$ cat config.mk
export PLATFORM = sky130hd
export DESIGN_NAME = alu_issue_flat
export DESIGN_NICKNAME = d
export VERILOG_FILES = /design/src/rtl/alu_issue_pkg.sv /design/src/rtl/alu_issue_if.sv /design/src/rtl/alu_issue_opmux.sv /design/src/rtl/alu_issue.sv /design/src/flat_wrapper.sv
export SDC_FILE = /design/constraint.sdc
export NUM_CORES = 1
export LEC_CHECK = 0
export ABC_AREA = 1
export CORE_ASPECT_RATIO = 0.7
export CORE_MARGIN = 2
export CORE_UTILIZATION = 47
export DETAILED_ROUTE_END_ITERATION = 16
export GPL_TIMING_DRIVEN = 0
export PLACE_DENSITY = 0.86
export RECOVER_POWER = 25
export REMOVE_ABC_BUFFERS = 1
export SLEW_MARGIN = 10
export SYNTH_ARGS = -nofsm -noshare
export SYNTH_HDL_FRONTEND = slang
export SYNTH_SLANG_ARGS = --single-unit
export TNS_END_PERCENT = 50
$ cat constraint.sdc
create_clock -name clk -period 3.1 [get_ports clk]
set_input_delay 0.775 -clock clk [delete_from_list [all_inputs] [get_ports clk]]
set_output_delay 0.775 -clock clk [all_outputs]
set_load 0.05 [all_outputs]
$ cat src/rtl/alu_issue_pkg.sv
// Shared widths, MIPS funct encodings and stage payload types for the ALU issue block.
package alu_issue_pkg;

   localparam int unsigned W_CPU    = 32;
   localparam int unsigned W_OPCODE = 6;
   localparam int unsigned CNT_W    = 8;
   localparam int unsigned W_SHAMT  = 5;
   localparam int unsigned W_IMM    = 16;
   localparam int unsigned W_REG    = 5;

   localparam logic [W_OPCODE-1:0] FUNCT_SLL  = 6'h00;
   localparam logic [W_OPCODE-1:0] FUNCT_SRL  = 6'h02;
   localparam logic [W_OPCODE-1:0] FUNCT_SRAV = 6'h07;
   localparam logic [W_OPCODE-1:0] FUNCT_ADD  = 6'h20;
   localparam logic [W_OPCODE-1:0] FUNCT_ADDU = 6'h21;
   localparam logic [W_OPCODE-1:0] FUNCT_SUB  = 6'h22;
   localparam logic [W_OPCODE-1:0] FUNCT_SUBU = 6'h23;
   localparam logic [W_OPCODE-1:0] FUNCT_AND  = 6'h24;
   localparam logic [W_OPCODE-1:0] FUNCT_OR   = 6'h25;
   localparam logic [W_OPCODE-1:0] FUNCT_XOR  = 6'h26;
   localparam logic [W_OPCODE-1:0] FUNCT_SLT  = 6'h2A;
   localparam logic [W_OPCODE-1:0] FUNCT_SLTU = 6'h2B;

   typedef struct packed {
      logic [W_OPCODE-1:0] funct;
      logic [W_CPU-1:0]    rs_val;
      logic [W_CPU-1:0]    rt_val;
      logic [W_SHAMT-1:0]  shamt;
      logic [W_IMM-1:0]    imm;
      logic                use_imm;
      logic                imm_signed;
      logic [W_REG-1:0]    rd;
   } issue_t;

   typedef struct packed {
      logic [W_CPU-1:0] result;
      logic [W_REG-1:0] rd;
      logic             zero;
      logic             trap;
      logic             illegal;
   } result_t;

   function automatic logic funct_legal(input logic [W_OPCODE-1:0] f);
      case (f)
         FUNCT_SLL, FUNCT_SRL, FUNCT_SRAV, FUNCT_ADD, FUNCT_ADDU, FUNCT_SUB,
         FUNCT_SUBU, FUNCT_AND, FUNCT_OR, FUNCT_XOR, FUNCT_SLT, FUNCT_SLTU:
            funct_legal = 1'b1;
         default:
            funct_legal = 1'b0;
      endcase
   endfunction

endpackage

$ cat src/rtl/alu_issue_if.sv
// Issue, ALU and result-stage signals of alu_issue; slave is the block's view, master the surroundings.
interface alu_issue_if;
   import alu_issue_pkg::*;

   logic                in_valid;
   logic                in_ready;
   logic [W_OPCODE-1:0] in_funct;
   logic [W_CPU-1:0]    in_rs_val;
   logic [W_CPU-1:0]    in_rt_val;
   logic [W_SHAMT-1:0]  in_shamt;
   logic [W_IMM-1:0]    in_imm;
   logic                in_use_imm;
   logic                in_imm_signed;
   logic [W_REG-1:0]    in_rd;

   logic [W_OPCODE-1:0] alu_op;
   logic [W_CPU-1:0]    alu_a;
   logic [W_CPU-1:0]    alu_b;
   logic [W_CPU-1:0]    alu_r;
   logic                alu_overflow;
   logic                alu_zero;

   logic                out_valid;
   logic                out_ready;
   logic [W_CPU-1:0]    out_result;
   logic [W_REG-1:0]    out_rd;
   logic                out_zero;
   logic                out_trap;
   logic                out_illegal;
   logic [CNT_W-1:0]    trap_count;

   modport slave (
      input  in_valid, in_funct, in_rs_val, in_rt_val, in_shamt, in_imm,
             in_use_imm, in_imm_signed, in_rd,
      output in_ready,
      output alu_op, alu_a, alu_b,
      input  alu_r, alu_overflow, alu_zero,
      output out_valid, out_result, out_rd, out_zero, out_trap, out_illegal, trap_count,
      input  out_ready
   );

   modport master (
      output in_valid, in_funct, in_rs_val, in_rt_val, in_shamt, in_imm,
             in_use_imm, in_imm_signed, in_rd,
      input  in_ready,
      input  alu_op, alu_a, alu_b,
      output alu_r, alu_overflow, alu_zero,
      input  out_valid, out_result, out_rd, out_zero, out_trap, out_illegal, trap_count,
      output out_ready
   );

endinterface

$ cat src/rtl/alu_issue_opmux.sv
// ALU operand selection, immediate extension and legal-funct decode for an issued instruction.
module alu_issue_opmux
   import alu_issue_pkg::*;
(
   input  logic                valid_i,
   input  logic [W_OPCODE-1:0] funct_i,
   input  logic [W_CPU-1:0]    rs_i,
   input  logic [W_CPU-1:0]    rt_i,
   input  logic [W_SHAMT-1:0]  shamt_i,
   input  logic [W_IMM-1:0]    imm_i,
   input  logic                use_imm_i,
   input  logic                imm_signed_i,
   output logic [W_OPCODE-1:0] alu_op_c_o,
   output logic [W_CPU-1:0]    alu_a_c_o,
   output logic [W_CPU-1:0]    alu_b_c_o,
   output logic                illegal_c_o
);

   logic [W_CPU-1:0] imm_ext_c;

   assign imm_ext_c = imm_signed_i ? {{(W_CPU-W_IMM){imm_i[W_IMM-1]}}, imm_i}
                                   : {{(W_CPU-W_IMM){1'b0}}, imm_i};

   // An empty issue slot presents a quiet all-zero operation to the ALU.
   always_comb begin
      alu_op_c_o  = '0;
      alu_a_c_o   = '0;
      alu_b_c_o   = '0;
      illegal_c_o = 1'b0;
      if (valid_i) begin
         alu_op_c_o  = funct_i;
         illegal_c_o = !funct_legal(funct_i);
         case (funct_i)
            FUNCT_SLL, FUNCT_SRL: begin
               alu_a_c_o = rt_i;
               alu_b_c_o = W_CPU'(shamt_i);
            end
            FUNCT_SRAV: begin
               alu_a_c_o = rs_i;
               alu_b_c_o = rt_i;
            end
            default: begin
               alu_a_c_o = rs_i;
               alu_b_c_o = use_imm_i ? imm_ext_c : rt_i;
            end
         endcase
      end
   end

endmodule

$ cat src/rtl/alu_issue.sv
// Two-stage execute front end: issue register feeding the external ALU, result register toward writeback.
module alu_issue
   import alu_issue_pkg::*;
(
   input  logic        clk,
   input  logic        rst,
   alu_issue_if.slave  bus
);

   logic             s1_full_q, s1_full_d;
   issue_t           s1_q, s1_d;
   logic             out_valid_q, out_valid_d;
   result_t          s2_q, s2_d;
   logic [CNT_W-1:0] trap_count_q, trap_count_d;

   logic                s2_free_c, advance_c, in_ready_c, accept_c;
   logic [W_OPCODE-1:0] alu_op_c;
   logic [W_CPU-1:0]    alu_a_c, alu_b_c;
   logic                illegal_c, trap_c;

   alu_issue_opmux u_opmux (
      .valid_i      (s1_full_q),
      .funct_i      (s1_q.funct),
      .rs_i         (s1_q.rs_val),
      .rt_i         (s1_q.rt_val),
      .shamt_i      (s1_q.shamt),
      .imm_i        (s1_q.imm),
      .use_imm_i    (s1_q.use_imm),
      .imm_signed_i (s1_q.imm_signed),
      .alu_op_c_o   (alu_op_c),
      .alu_a_c_o    (alu_a_c),
      .alu_b_c_o    (alu_b_c),
      .illegal_c_o  (illegal_c)
   );

   assign bus.alu_op = alu_op_c;
   assign bus.alu_a  = alu_a_c;
   assign bus.alu_b  = alu_b_c;

   assign s2_free_c  = !out_valid_q || bus.out_ready;
   assign advance_c  = s1_full_q && s2_free_c;
   assign in_ready_c = !s1_full_q || s2_free_c;
   assign accept_c   = bus.in_valid && in_ready_c;

   // Only signed ADD/SUB trap; SUB overflow is derived locally from operand and result signs.
   always_comb begin
      trap_c = 1'b0;
      if (s1_q.funct == FUNCT_ADD) begin
         trap_c = bus.alu_overflow;
      end else if (s1_q.funct == FUNCT_SUB) begin
         trap_c = (alu_a_c[W_CPU-1] != alu_b_c[W_CPU-1]) &&
                  (bus.alu_r[W_CPU-1] != alu_a_c[W_CPU-1]);
      end
   end

   always_comb begin
      s1_full_d    = s1_full_q;
      s1_d         = s1_q;
      out_valid_d  = out_valid_q;
      s2_d         = s2_q;
      trap_count_d = trap_count_q;

      if (accept_c) begin
         s1_full_d = 1'b1;
         s1_d      = '{funct:      bus.in_funct,
                       rs_val:     bus.in_rs_val,
                       rt_val:     bus.in_rt_val,
                       shamt:      bus.in_shamt,
                       imm:        bus.in_imm,
                       use_imm:    bus.in_use_imm,
                       imm_signed: bus.in_imm_signed,
                       rd:         bus.in_rd};
      end else if (advance_c) begin
         s1_full_d = 1'b0;
      end

      if (advance_c) begin
         out_valid_d  = 1'b1;
         s2_d.result  = illegal_c ? '0 : bus.alu_r;
         s2_d.rd      = (trap_c || illegal_c) ? '0 : s1_q.rd;
         s2_d.zero    = bus.alu_zero;
         s2_d.trap    = trap_c;
         s2_d.illegal = illegal_c;
         if ((trap_c || illegal_c) && (trap_count_q != '1)) begin
            trap_count_d = trap_count_q + CNT_W'(1);
         end
      end else if (bus.out_ready) begin
         out_valid_d = 1'b0;
      end
   end

   always_ff @(posedge clk) begin
      if (rst) begin
         s1_full_q    <= 1'b0;
         s1_q         <= '0;
         out_valid_q  <= 1'b0;
         s2_q         <= '0;
         trap_count_q <= '0;
      end else begin
         s1_full_q    <= s1_full_d;
         s1_q         <= s1_d;
         out_valid_q  <= out_valid_d;
         s2_q         <= s2_d;
         trap_count_q <= trap_count_d;
      end
   end

   assign bus.in_ready    = in_ready_c;
   assign bus.out_valid   = out_valid_q;
   assign bus.out_result  = s2_q.result;
   assign bus.out_rd      = s2_q.rd;
   assign bus.out_zero    = s2_q.zero;
   assign bus.out_trap    = s2_q.trap;
   assign bus.out_illegal = s2_q.illegal;
   assign bus.trap_count  = trap_count_q;

endmodule
$ cat src/flat_wrapper.sv
// flat-port wrapper written by rule: the top's interface ports become plain ports
module alu_issue_flat import alu_issue_pkg::*;
  (clk, rst, bus_in_valid, bus_in_funct, bus_in_rs_val, bus_in_rt_val, bus_in_shamt, bus_in_imm, bus_in_use_imm, bus_in_imm_signed, bus_in_rd, bus_in_ready, bus_alu_op, bus_alu_a, bus_alu_b, bus_alu_r, bus_alu_overflow, bus_alu_zero, bus_out_valid, bus_out_result, bus_out_rd, bus_out_zero, bus_out_trap, bus_out_illegal, bus_trap_count, bus_out_ready);
  alu_issue_if bus_i ();
  input  logic clk;
  input  logic rst;
  input wire logic [$bits(bus_i.in_valid)-1:0] bus_in_valid;
  input wire logic [$bits(bus_i.in_funct)-1:0] bus_in_funct;
  input wire logic [$bits(bus_i.in_rs_val)-1:0] bus_in_rs_val;
  input wire logic [$bits(bus_i.in_rt_val)-1:0] bus_in_rt_val;
  input wire logic [$bits(bus_i.in_shamt)-1:0] bus_in_shamt;
  input wire logic [$bits(bus_i.in_imm)-1:0] bus_in_imm;
  input wire logic [$bits(bus_i.in_use_imm)-1:0] bus_in_use_imm;
  input wire logic [$bits(bus_i.in_imm_signed)-1:0] bus_in_imm_signed;
  input wire logic [$bits(bus_i.in_rd)-1:0] bus_in_rd;
  output wire logic [$bits(bus_i.in_ready)-1:0] bus_in_ready;
  output wire logic [$bits(bus_i.alu_op)-1:0] bus_alu_op;
  output wire logic [$bits(bus_i.alu_a)-1:0] bus_alu_a;
  output wire logic [$bits(bus_i.alu_b)-1:0] bus_alu_b;
  input wire logic [$bits(bus_i.alu_r)-1:0] bus_alu_r;
  input wire logic [$bits(bus_i.alu_overflow)-1:0] bus_alu_overflow;
  input wire logic [$bits(bus_i.alu_zero)-1:0] bus_alu_zero;
  output wire logic [$bits(bus_i.out_valid)-1:0] bus_out_valid;
  output wire logic [$bits(bus_i.out_result)-1:0] bus_out_result;
  output wire logic [$bits(bus_i.out_rd)-1:0] bus_out_rd;
  output wire logic [$bits(bus_i.out_zero)-1:0] bus_out_zero;
  output wire logic [$bits(bus_i.out_trap)-1:0] bus_out_trap;
  output wire logic [$bits(bus_i.out_illegal)-1:0] bus_out_illegal;
  output wire logic [$bits(bus_i.trap_count)-1:0] bus_trap_count;
  input wire logic [$bits(bus_i.out_ready)-1:0] bus_out_ready;
  assign bus_i.in_valid = bus_in_valid;
  assign bus_i.in_funct = bus_in_funct;
  assign bus_i.in_rs_val = bus_in_rs_val;
  assign bus_i.in_rt_val = bus_in_rt_val;
  assign bus_i.in_shamt = bus_in_shamt;
  assign bus_i.in_imm = bus_in_imm;
  assign bus_i.in_use_imm = bus_in_use_imm;
  assign bus_i.in_imm_signed = bus_in_imm_signed;
  assign bus_i.in_rd = bus_in_rd;
  assign bus_in_ready = bus_i.in_ready;
  assign bus_alu_op = bus_i.alu_op;
  assign bus_alu_a = bus_i.alu_a;
  assign bus_alu_b = bus_i.alu_b;
  assign bus_i.alu_r = bus_alu_r;
  assign bus_i.alu_overflow = bus_alu_overflow;
  assign bus_i.alu_zero = bus_alu_zero;
  assign bus_out_valid = bus_i.out_valid;
  assign bus_out_result = bus_i.out_result;
  assign bus_out_rd = bus_i.out_rd;
  assign bus_out_zero = bus_i.out_zero;
  assign bus_out_trap = bus_i.out_trap;
  assign bus_out_illegal = bus_i.out_illegal;
  assign bus_trap_count = bus_i.trap_count;
  assign bus_i.out_ready = bus_out_ready;
  alu_issue u_core (.clk(clk), .rst(rst), .bus(bus_i));
endmodule
==> report_table.html <==
<table>
<tr><th>Metric</th><th>Value</th></tr>
<tr><th colspan="2">Outcome</th></tr>
<tr><td>Result of the run</td><td>finished, final reports clean</td></tr>
<tr><th colspan="2">Pwr</th></tr>
<tr><td>Post-layout power</td><td>0.00512 W</td></tr>
<tr><td>Areal power density over the cells</td><td>531 nW/um2</td></tr>
<tr><td>Leak</td><td>3.76 nW</td></tr>
<tr><td>Largest vdd supply drop</td><td>377 uV</td></tr>
<tr><th colspan="2">Route</th></tr>
<tr><td>Vias</td><td>7127</td></tr>
<tr><td>First-pass detailed-route iteration total</td><td>5</td></tr>
<tr><td>Violation count after the first detailed-routing iteration</td><td>464</td></tr>
<tr><td>Post-detailed-route wirelength per cell</td><td>16.0 um</td></tr>
<tr><td>Antenna Nets Post-Route</td><td>0</td></tr>
<tr><td>Detailed-route wire length</td><td>21700 um</td></tr>
<tr><td>Total DRC errors in the routed layout</td><td>0</td></tr>
<tr><td>Vias per Instance</td><td>5.26</td></tr>
<tr><th colspan="2">Floorplan</th></tr>
<tr><td>Number of top-level pins</td><td>256</td></tr>
<tr><td>FP Rows</td><td>35</td></tr>
<tr><td>Floorplan Core Area</td><td>13300 um2</td></tr>
<tr><td>X dimension of the die</td><td>144 um</td></tr>
<tr><td>Starting utilization of the core area</td><td>48.6%</td></tr>
<tr><td>Total Die Area</td><td>14700 um2</td></tr>
<tr><td>Vert. Die Dim</td><td>102 um</td></tr>
<tr><th colspan="2">Synth</th></tr>
<tr><td>Area of the mapped netlist</td><td>6460 um2</td></tr>
<tr><td>Sequential fraction of the synthesis area</td><td>45.8%</td></tr>
<tr><td>Area fraction in and, or, nand and nor cells after synthesis</td><td>27.8%</td></tr>
<tr><td>Number of distinct library cell variants in the gate-level netlist after synthesis</td><td>27</td></tr>
<tr><td>Fraction of the mapped netlist area in adder cells</td><td>0.194%</td></tr>
<tr><td>Dominant combinational cell family by area after synthesis</td><td>simple AND/OR/NAND/NOR gates</td></tr>
<tr><td>Yosys warning total</td><td>0</td></tr>
<tr><td>Synthesized-area fraction occupied by ao, oa, aoi and oai cells</td><td>19.3%</td></tr>
<tr><td>Mux cell area share after synthesis</td><td>0%</td></tr>
<tr><td>Mean cell area of the mapped netlist</td><td>6.88 um2</td></tr>
<tr><td>Register bit count reported by yosys</td><td>148</td></tr>
<tr><td>Xor and xnor fraction of the mapped netlist area</td><td>0.677%</td></tr>
<tr><td>Number of cells produced by synthesis</td><td>940</td></tr>
<tr><td>Largest area contributor in the netlist</td><td>sky130_fd_sc_hd__dfxtp_1</td></tr>
<tr><td>Area share of the leading cell type in the synthesized netlist</td><td>45.8%</td></tr>
<tr><td>Cell types with the largest area share after synthesis</td><td>sky130_fd_sc_hd__dfxtp_1 46%, sky130_fd_sc_hd__nand2_1 11%, sky130_fd_sc_hd__nor2_1 11%</td></tr>
<tr><th colspan="2">Place</th></tr>
<tr><td>GPL Wtd Cong</td><td>0.821</td></tr>
<tr><td>Post-placement setup slack</td><td>-1410 ps</td></tr>
<tr><td>Detailed-placement wirelength estimate</td><td>13900 um</td></tr>
<tr><td>Port bufs</td><td>255</td></tr>
<tr><th colspan="2">Final layout</th></tr>
<tr><td>Leading cell types in the layout, fill and taps excluded</td><td>191 x sky130_fd_sc_hd__nand2_1, 189 x sky130_fd_sc_hd__clkdlybuf4s50_1, 188 x sky130_fd_sc_hd__nor2_1</td></tr>
<tr><td>Synth-to-Final Area Change</td><td>49.2%</td></tr>
<tr><td>Antenna diodes</td><td>0</td></tr>
<tr><td>Fraction of final layout cells with drive strength greater than 1</td><td>12.2%</td></tr>
<tr><td>Post-layout util</td><td>72.5%</td></tr>
<tr><td>Net count, final</td><td>1295</td></tr>
<tr><td>Most common cell after layout, fill and taps aside</td><td>sky130_fd_sc_hd__nand2_1</td></tr>
<tr><th colspan="2">Timing</th></tr>
<tr><td>Final setup violation count</td><td>0</td></tr>
<tr><td>Count of endpoints failing hold in the final timing report</td><td>0</td></tr>
<tr><td>Final critical-path share of the clock period</td><td>98.4%</td></tr>
<tr><td>Worst Slack Setup Final</td><td>49.9 ps</td></tr>
<tr><td>Slew of the pin with the lowest slew margin</td><td>854 ps</td></tr>
<tr><td>Final Skew</td><td>13.5 ps</td></tr>
<tr><td>Setup TNS after final layout</td><td>0 ps</td></tr>
<tr><td>Headroom to the max-slew limit</td><td>43.1%</td></tr>
<tr><td>Top achievable clock speed</td><td>328 MHz</td></tr>
<tr><td>RSZ-0062 raised after global routing</td><td>true</td></tr>
<tr><td>Final period demand of the worst path</td><td>3050 ps</td></tr>
<tr><td>Pins Over Slew Limit</td><td>0</td></tr>
<tr><th colspan="2">Clock tree</th></tr>
<tr><td>Total number of clock tree sinks</td><td>148</td></tr>
<tr><td>H-tree depth reported by CTS</td><td>4</td></tr>
<tr><td>CTS Root Cell</td><td>sky130_fd_sc_hd__clkbuf_16</td></tr>
<tr><td>Total CTS buffers</td><td>17</td></tr>
<tr><td>Clock slew at reported path FFs</td><td>60 ps</td></tr>
<tr><td>Skew-Pair Late Insertion Delay</td><td>410 ps</td></tr>
<tr><td>TritonCTS clock tree</td><td>built</td></tr>
<tr><td>Number of buffers on the longest clock path</td><td>2</td></tr>
<tr><td>Number of buffers added to fix hold violations after cts</td><td>0</td></tr>
<tr><th colspan="2">Worst hold path</th></tr>
<tr><td>Class of the tightest hold or removal check</td><td>flop to flop</td></tr>
<tr><th colspan="2">Setup path</th></tr>
<tr><td>CP max stage cell</td><td>sky130_fd_sc_hd__dlygate4sd2_1</td></tr>
<tr><td>Critical Path Sink Type</td><td>output port</td></tr>
<tr><td>CP peak stage delay</td><td>530 ps</td></tr>
<tr><td>Critical path fanouts, max</td><td>6</td></tr>
<tr><td>Worst Path Required</td><td>2320 ps</td></tr>
<tr><td>Dominant delay contributor by cell family on the critical path</td><td>buffers and inverters</td></tr>
<tr><td>Classification of the worst setup path</td><td>flop to output port</td></tr>
<tr><td>WP buf/inv</td><td>3</td></tr>
<tr><td>Setup crit start kind</td><td>flop</td></tr>
<tr><td>Crit path arrival time</td><td>2280 ps</td></tr>
<tr><td>Crit path cell chain</td><td>nor2_4 -&gt; nand3_4 -&gt; buf_4 -&gt; nand2_1 -&gt; nand3_1 -&gt; inv_1 -&gt; dlygate4sd2_1</td></tr>
<tr><th colspan="2">GRT</th></tr>
<tr><td>GRT Util Overall</td><td>28.9%</td></tr>
<tr><td>Number of global-route vias before repair</td><td>6557</td></tr>
<tr><td>First-pass GRT wire length</td><td>33400 um</td></tr>
<tr><td>Number of antenna violations at the first check in global routing</td><td>0</td></tr>
<tr><td>Aggregate global routing overflow</td><td>0</td></tr>
<tr><td>Maximum number of pins on one net before global-route repair</td><td>103</td></tr>
<tr><th colspan="2">Flow run</th></tr>
<tr><td>Max_cap viols</td><td>0</td></tr>
</table>
==> timing repair <==
item                       in CTS  in global routing
setup buffers                   3                  4
cloned                          1                  0
pin swaps                       2                  2
resized for setup             164                 78
setup endpoints to repair     104                 58
==> layer usage <==
metal	vias up	GRT usage, %	share of wire (%)
met5	-	0	0
met4	0	7.47	1.4
met3	30	6.79	8.5
met2	295	48.5	48
met1	3303	37.9	42
li1	3499	-	-
==> worst register-to-register path, stage by stage (launching register included) <==
cell and delay, ps:
sky130_fd_sc_hd__dfxtp_4 570, sky130_fd_sc_hd__nand2_2 550, sky130_fd_sc_hd__clkinv_2 470, sky130_fd_sc_hd__nand2_1 110, sky130_fd_sc_hd__inv_2 440, sky130_fd_sc_hd__nand2_1 160, sky130_fd_sc_hd__a21oi_1 170
==> report_power, final <==
group	switching [W]	internal (W)	leakage [nW]
clock	0.000846	0.00111	0.257
sequential	0.0000980	0.00203	1.22
combinational	0.000646	0.000396	2.28
==> metrics by stage <==
stage / hold WS (ps) / cells / area [um2]
floorplan: 432 / 871 / 6190
finish: 463 / 1355 / 9650
global placement: 443 / 1311 / 8980
global route: 484 / 1355 / 9650
CTS: 465 / 1351 / 9720
detailed placement: 455 / 1316 / 9090
==> final cells by class <==
type / count / area (um2)
Fill cell: 1099 / 3670
Multi-Input combinational cell: 689 / 3170
Sequential cell: 148 / 2970
Timing Repair Buffer: 267 / 2560
Clock buffer: 18 / 429
Tap cell: 185 / 231
Inverter: 35 / 156
Clock inverter: 13 / 128
==> cell usage after synthesis (all sizes together) <==
cell type  count
dfxtp        148
nor2         191
inv           34
o21ai        121
nor4           1
ha             1
xnor2          2
clkbuf        56
clkinv         1
nand4         11
o211ai         2
nand2        201
nor3           3
xor2           3
a31oi          2
a21oi        117
nand3         30
buf           13
a221oi         3
==> flip-flops by register name, summed over array words and instances, names as in the netlist <==
register and flops:
u_core.s1_q 98, u_core.bus.out_result 32, u_core.bus.trap_count 8, u_core.bus.out_rd 5, u_core.bus.out_illegal 1, u_core.bus.out_trap 1
u_core.bus.out_valid 1, u_core.bus.out_zero 1, u_core.s1_full_q 1
==> logic make-up (layout without fill, tap and decap cells) <==
| logic type | Yosys count | count (layout) |
|---|---|---|
| AND/OR/NAND/NOR | 437 | 438 |
| AO/OA/AOI/OAI | 245 | 245 |
| adder cells (fa/ha/maj) | 1 | 1 |
| XOR/XNOR | 5 | 5 |
| buffers and inverters | 104 | 333 |
| flip-flops | 148 | 148 |
==> final timing paths <==
| path | from | endpoint | slack (ps) | cells after the start |
|---|---|---|---|---|
| setup / recovery | u_core.s1_q[92] | bus_alu_a[31] | 50 | 7 |
| hold / removal | u_core.bus.out_result[15] | u_core.bus.out_result[15] | 460 | 2 |
| setup reg to reg | u_core.s1_full_q | u_core.bus.out_result[26] | 560 | 6 |
| hold reg to reg | u_core.bus.out_result[15] | u_core.bus.out_result[15] | 460 | 2 |
Power figures use the tool's default switching activity.
==> edit 1, RTL diff (same settings) <==
The package constant `W_IMM` goes from 16 to 14.
--- a/src/rtl/alu_issue_pkg.sv
+++ b/src/rtl/alu_issue_pkg.sv
@@ -5,7 +5,7 @@
    localparam int unsigned W_OPCODE = 6;
    localparam int unsigned CNT_W    = 8;
    localparam int unsigned W_SHAMT  = 5;
-   localparam int unsigned W_IMM    = 16;
+   localparam int unsigned W_IMM    = 14;
    localparam int unsigned W_REG    = 5;
 
    localparam logic [W_OPCODE-1:0] FUNCT_SLL  = 6'h00;
Interface: changed (resized bus_in_imm); port bits go from 256 to 254. The function was not compared with the original's and may differ.
==> edit 1 against the unedited design <==
- count of clock-buffer cells in the layout rose by 1
- sequential cell count is 2 lower
- first-iteration DRC count shrank 14%
- final area rose by 0.97%
- hold slack gained 4.3 ps
- non-clock buffer count up 5
- synthesized area down 0.97%
- power rose by 1.5%
- critical path depth decreased by 1
- core utilization grew 1.2 points
- worst setup slack lost 25 ps
- wire length is 0.40% higher
==> edit 1: results (changes against the unedited design) <==
status: "complete, no violations"  # unchanged
hold_class: "reg2reg"  # unchanged
root_buffer: "clkbuf_16"  # unchanged
io_buffers: 253  # was 255
ir_drop_uv: 374  # was 377 uV
yosysWarningCount: 0  # unchanged
cts_max_path_buffers: 2  # unchanged
largest_register_ff_count: 96  # was 98
maxSlewViolCount: 0  # unchanged
instances_no_fill: 1355  # unchanged
synth_mux_area_share_pct: 0  # unchanged
dp.cells: 1304  # was 1316
yosysUniqueCellTypes: 25  # was 27
synth_ff_type: "dfxtp_1"  # unchanged
grt_pass1_wl_mm: 33.7  # was 33.4 mm
crit_start: "u_core.s1_q[93]"  # was u_core.s1_q[92]
hpwlAfterDp_mm: 13.5  # was 13.9 mm
netlist_top_cells_area: "dfxtp_1 46%, o21ai_0 12%, nor2_1 11%"  # was dfxtp_1 46%, nand2_1 11%, nor2_1 11%
crit_path_max_fanout: 40  # was 6
htree_levels: 4  # unchanged
p_leak_nw: 3.99  # was 3.76 nW
r2r_end: "u_core.bus.trap_count[3]"  # was u_core.bus.out_result[26]
synth_xor_area_share_pct: 0.684  # was 0.677%
crit_path_end: "bus_alu_a[18]"  # was bus_alu_a[31]
cp-start-kind: "flip-flop"  # unchanged
numCtsBuffers: 17  # unchanged
largest-register: "u_core.s1_q"  # unchanged
clk_pin_slew_ps: 60  # about the same
wl_mm: 21.8  # was 21.7 mm
ys_seq_area_share_pct: 45.7  # was 45.8%
grt_usage_pct: 29.3  # was 28.9%
diodes: 0  # unchanged
synth_compound_area_share_pct: 21.9  # was 19.3%
grt_max_degree: 95  # was 103
r2r-start: "u_core.s1_full_q"  # unchanged
grt_pass1_vias: 6707  # was 6557
min_period_ps: 3080  # was 3050 ps
synth.top_cells.by_count: "192 x nor2_1, 167 x nand2_1, 151 x o21ai_0"  # was 194 x nand2_1, 188 x nor2_1, 148 x dfxtp_1
fin_skew_ps: 11.9  # was 13.5 ps
vias: 7126  # was 7127
worst_pin_slew_ps: 835  # was 854 ps
antenna_found_initial: 0  # unchanged
dr.pass1.iters: 7  # was 5
place_congestion: 0.811  # was 0.821
async_reset_ff_share_pct: 0  # unchanged
cp_data_arrival_time_ps: 2300  # was 2280 ps
regToRegSetupSlack_ps: 240  # was 560 ps
synth-adder-area-share_pct: 0.195  # was 0.194%
clock_latency_ps: 410  # about the same
avgSynthCellArea_um2: 6.88  # about the same
drt_iter0_markers: 399  # was 464
dp_slack_ps: -1370  # was -1410 ps
drive_gt1_share_pct: 12.3  # was 12.2%
rr_worst_depth: 8  # was 6
==> edit 1: changes by cell type after synthesis, sizes merged, moves of 2 or more <==
cell,change
buf,-4
nand2,-34
nor2,+4
o21ai,+31
inv,-4
clkbuf,+4
dfxtp,-2
nor3,-3
==> edit 1: cells by family (layout without fill, tap and decap cells) <==
kind of cell	count (synthesis)	in the layout
AOI/OAI and AO/OA	276	277
DFF	146	146
buffers and inverters	100	337
and+or+nand+nor	403	404
adders and majority gates	1	1
xor gates and xnor gates	5	5
==> edit 1: how the worst min path moves through the flow <==
stage / from / to / slack (ps) / depth (start not counted)
after global placement: u_core.s1_q[89] / u_core.s1_q[89] / 440 / 2
final: u_core.bus.out_trap / u_core.bus.out_trap / 470 / 2
after floorplan: u_core.s1_q[89] / u_core.s1_q[89] / 430 / 2
after detailed placement: u_core.s1_q[89] / u_core.s1_q[89] / 450 / 2
after global routing: u_core.bus.out_rd[1] / u_core.bus.out_rd[1] / 490 / 2
after CTS: u_core.bus.out_trap / u_core.bus.out_trap / 470 / 2
==> edit 1: report_power, final <==
| group | switching, mW | internal [mW] | leakage, nW |
|---|---|---|---|
| clock | 0.827 | 1.19 | 0.273 |
| sequential | 0.0983 | 2.01 | 1.21 |
| combinational | 0.684 | 0.401 | 2.51 |
==> edit 1: layer usage <==
metal / up-vias / GRT usage, % / wire [um]
met5: - / 0 / 0
met4: 0 / 9.88 / 476
met2: 281 / 47.9 / 10100
met1: 3279 / 37.6 / 9310
met3: 38 / 8.32 / 1910
li1: 3528 / - / -
==> edit 1: cell type report <==
| class | instances | area, um^2 |
|---|---|---|
| fillers | 1069 | 3490 |
| multi-input cells | 687 | 3200 |
| flip-flops and latches | 146 | 2930 |
| repair buffers | 272 | 2660 |
| clock buffers | 19 | 433 |
| well taps | 185 | 231 |
| clock inverters | 13 | 138 |
| inverters | 31 | 136 |
| repair inverters | 2 | 15.0 |
==> edit 1: repair_timing <==
item                                   CTS  global route
endpoints found under the hold margin    0             0
setup buffers                            7             8
pin swaps                                1             3
gates resized for setup                199            55
hold buffers                             0             0
gates cloned                             3             1
setup endpoints to repair              119            66
==> edit 1: stage by stage <==
| step | setup TNS (ps) | area, um^2 | hold WS (ps) | util [%] |
|---|---|---|---|---|
| after floorplan | -97410 | 6130 | 432 | - |
| after global placement | -416720 | 8900 | 441 | 67.3 |
| after detailed placement | -91650 | 9010 | 445 | 68.1 |
| after CTS | -580 | 9750 | 468 | 73.8 |
| after global routing | -1890 | 9740 | 491 | 73.6 |
| final | 0 | 9740 | 468 | 73.6 |
==> edit 1: worst max-delay path, stage by stage, from the launching register on <==
cell             delay (ps)
dfxtp_1                 370
nor2_4                  290
nand3_4                 240
inv_8                   290
nand2_1                 100
a21oi_1                 190
clkdlybuf4s15_2         400
==> edit 2, RTL diff (same settings) <==
Made on the original files. Reset style: asynchronous (`rst`), changed in one clocked block.
--- a/src/rtl/alu_issue.sv
+++ b/src/rtl/alu_issue.sv
@@ -89,7 +89,7 @@
       end
    end
 
-   always_ff @(posedge clk) begin
+   always_ff @(posedge clk or posedge rst) begin
       if (rst) begin
          s1_full_q    <= 1'b0;
          s1_q         <= '0;
Formal check against the unedited RTL: differs if rst is asserted again (counterexample within 4 cycles, from zero or initial values and one cycle with rst high); with rst held inactive, the same outputs for 4 cycles.
==> edit 2 against the unedited design <==
- the flow now finishes with violations (capacitance limit, slew limit)
- critical path depth down 2
- count of clock-buffer cells in the layout down 1
- worst setup slack better by 1.6 ps
- synthesized area up 5.5%
- hold slack better by 1.1 ps
- wire length down 0.25%
- die area up 5.3%
- clock skew down 2.0 ps
- sequential cell count unchanged
- sequential share of layout area up 5.0 points
- final area up 7.5%
- critical endpoint is now bus_alu_a[5]
Power is not compared: it rests on default switching activity, and its combinational part moved more than twofold at a synthesized area within 25%.
==> edit 2: results (changes against the unedited design) <==
status: "complete, but fails checks"  # was complete, no violations
violations: "capacitance limit, slew limit"
post_drt_wl_per_cell_um: 18.3  # was 16.0 um
clk_pin_slew_ps: 60  # about the same
place_area_um2: 9500  # was 9090 um^2
maxSlewViolCount: 43  # was 0
drive_gt1_share_pct: 20.5  # was 12.2%
p_leak_nw: 4.69
min_period_ps: 3050  # about the same
drt_iter0_markers: 304  # was 464
largest_register_ff_count: 98  # unchanged
antenna_found_initial: 1  # was 0
r2r_end: "u_core.s1_q[5]"  # was u_core.bus.out_result[26]
cp_slowest_cell: "dlygate4sd2_1"  # unchanged
hold_class: "reg2reg"  # unchanged
grt_max_degree: 107  # was 103
dp_slack_ps: -1090  # was -1410 ps
rr_worst_depth: 5  # was 6
place_congestion: 0.843  # was 0.821
root_buffer: "clkbuf_16"  # unchanged
dp.cells: 1121  # was 1316
grt_pass1_wl_mm: 33.7  # was 33.4 mm
async_reset_ff_share_pct: 100  # was 0%
numCtsBuffers: 17  # unchanged
dr.pass1.iters: 5  # unchanged
crit_family: "buffers and inverters"  # unchanged
yosysWarningCount: 0  # unchanged
slowest_delay_ps: 540
htree_levels: 4  # unchanged
worst_pin_slew_ps: 1690  # was 854 ps
r2r-start: "u_core.s1_full_q"  # unchanged
grt_usage_pct: 27.6  # was 28.9%
cts_max_path_buffers: 2  # unchanged
fin_skew_ps: 11.5  # was 13.5 ps
avgSynthCellArea_um2: 9.48  # was 6.88 um^2
ir_drop_uv: 459
netlist_top_cells_area: "dfrtp_1 54%, mux2_2 7.4%, a21oi_1 7.0%"  # was dfxtp_1 46%, nand2_1 11%, nor2_1 11%
crit_path_max_fanout: 15  # was 6
regToRegSetupSlack_ps: 460  # was 560 ps
vias_per_cell: 5.42  # was 5.26
cp_data_arrival_time_ps: 2270
nFillCells: 1044  # was 1099
maxCapViolCount: 1  # was 0
clock_latency_ps: 410  # about the same
instances_no_fill: 1188  # was 1355
hpwlAfterDp_mm: 13.5  # was 13.9 mm
crit_start: "u_core.s1_q[95]"  # was u_core.s1_q[92]
grt_pass1_vias: 6413  # was 6557
yosysUniqueCellTypes: 25  # was 27
ys_seq_area_share_pct: 54.3  # was 45.8%
io_buffers: 255  # unchanged
crit_path_end: "bus_alu_a[5]"  # was bus_alu_a[31]
largest-register: "u_core.s1_q"  # unchanged
synth.top_cells.by_count: "148 x dfrtp_1, 105 x nand2_1, 96 x a21oi_1"  # was 194 x nand2_1, 188 x nor2_1, 148 x dfxtp_1
-- edit 2: cell types whose count changed after synthesis, sizes merged, moves of 20 or more --
cell,delta
dfrtp,+148
dfxtp,-148
nor2,-125
nand2,-96
o21ai,-83
mux2,+45
inv,+39
clkbuf,-32
a22o,+31
a21oi,-20
-- edit 2: through the flow --
step                hold WS, ps  utilization [%]
global route                497             73.7
finish                      464             73.8
global placement            444             66.9
CTS                         466             73.1
detailed placement          455             67.6
floorplan                   436                -
-- edit 2: worst reg2reg max path, cell delays in order (launching register included) --
cell	delay (ps)
dfrtp_4	800
nand3_1	300
nand2_4	410
buf_12	300
buf_16	300
mux2_2	420
-- edit 2: how the worst min path moves through the flow --
stage,from,to,cells after the start
after detailed placement,u_core.s1_q[3],u_core.bus.out_rd[3],2
after global placement,u_core.s1_q[1],u_core.bus.out_rd[1],2
final,u_core.s1_q[1],u_core.bus.out_rd[1],2
after global routing,u_core.s1_q[3],u_core.bus.out_rd[3],2
after CTS,u_core.s1_q[1],u_core.bus.out_rd[1],2
after floorplan,u_core.s1_q[0],u_core.bus.out_rd[0],2
-- edit 2: cells by family (layout without fill, tap and decap cells) --
group                    Yosys count  after routing  synth area share [%]
AO/OA/AOI/OAI                    187            187                  16.5
AND/OR/NAND/NOR                  212            215                  13.7
XOR/XNOR                           6              6                 0.771
adder cells (fa/ha/maj)            1              1                 0.183
multiplexers                      45             45                  7.43
other                              0              2                     0
buffers and inverters            120            394                  7.12
flip-flops                       148            148                  54.3
-- edit 2: what timing repair did --
action                     in CTS  in global routing
setup endpoints to repair      88                 89
buffers inserted               17                  9
resized for setup             270                 67
hold buffers                    0                  0
cloned                          6                  1
pin swaps                       5                  1
-- edit 2: final cells by class --
| class | count | area [um^2] | share of cell area (%) |
|---|---|---|---|
| antenna | 2 | 5.00 | 0.0483 |
| clock buffer | 17 | 425 | 4.10 |
| clock inverter | 15 | 124 | 1.20 |
| inverter | 74 | 302 | 2.91 |
| multi-input combinational | 454 | 2770 | 26.7 |
| sequential | 148 | 3710 | 35.8 |
| tap | 190 | 238 | 2.29 |
| timing repair buffer | 284 | 2760 | 26.6 |
| timing repair inverter | 4 | 27.5 | 0.266 |
-- edit 2: report_power, final --
group | switching, mW | leakage, nW | internal [mW]
sequential | 0.272 | 1.75 | 2.28
clock | 0.880 | 0.260 | 1.04
combinational | 1.93 | 2.67 | 1.03
total | 3.09 | 4.69 | 4.36
-- edit 2: layer usage --
layer / vias to the layer above / global-route usage [%] / wire [um]
met4: 0 / 8.44 / 439
met1: 3135 / 36.2 / 9120
met3: 36 / 8.95 / 2040
li1: 2971 / - / -
met2: 292 / 43.9 / 10100
met5: - / 0 / 0
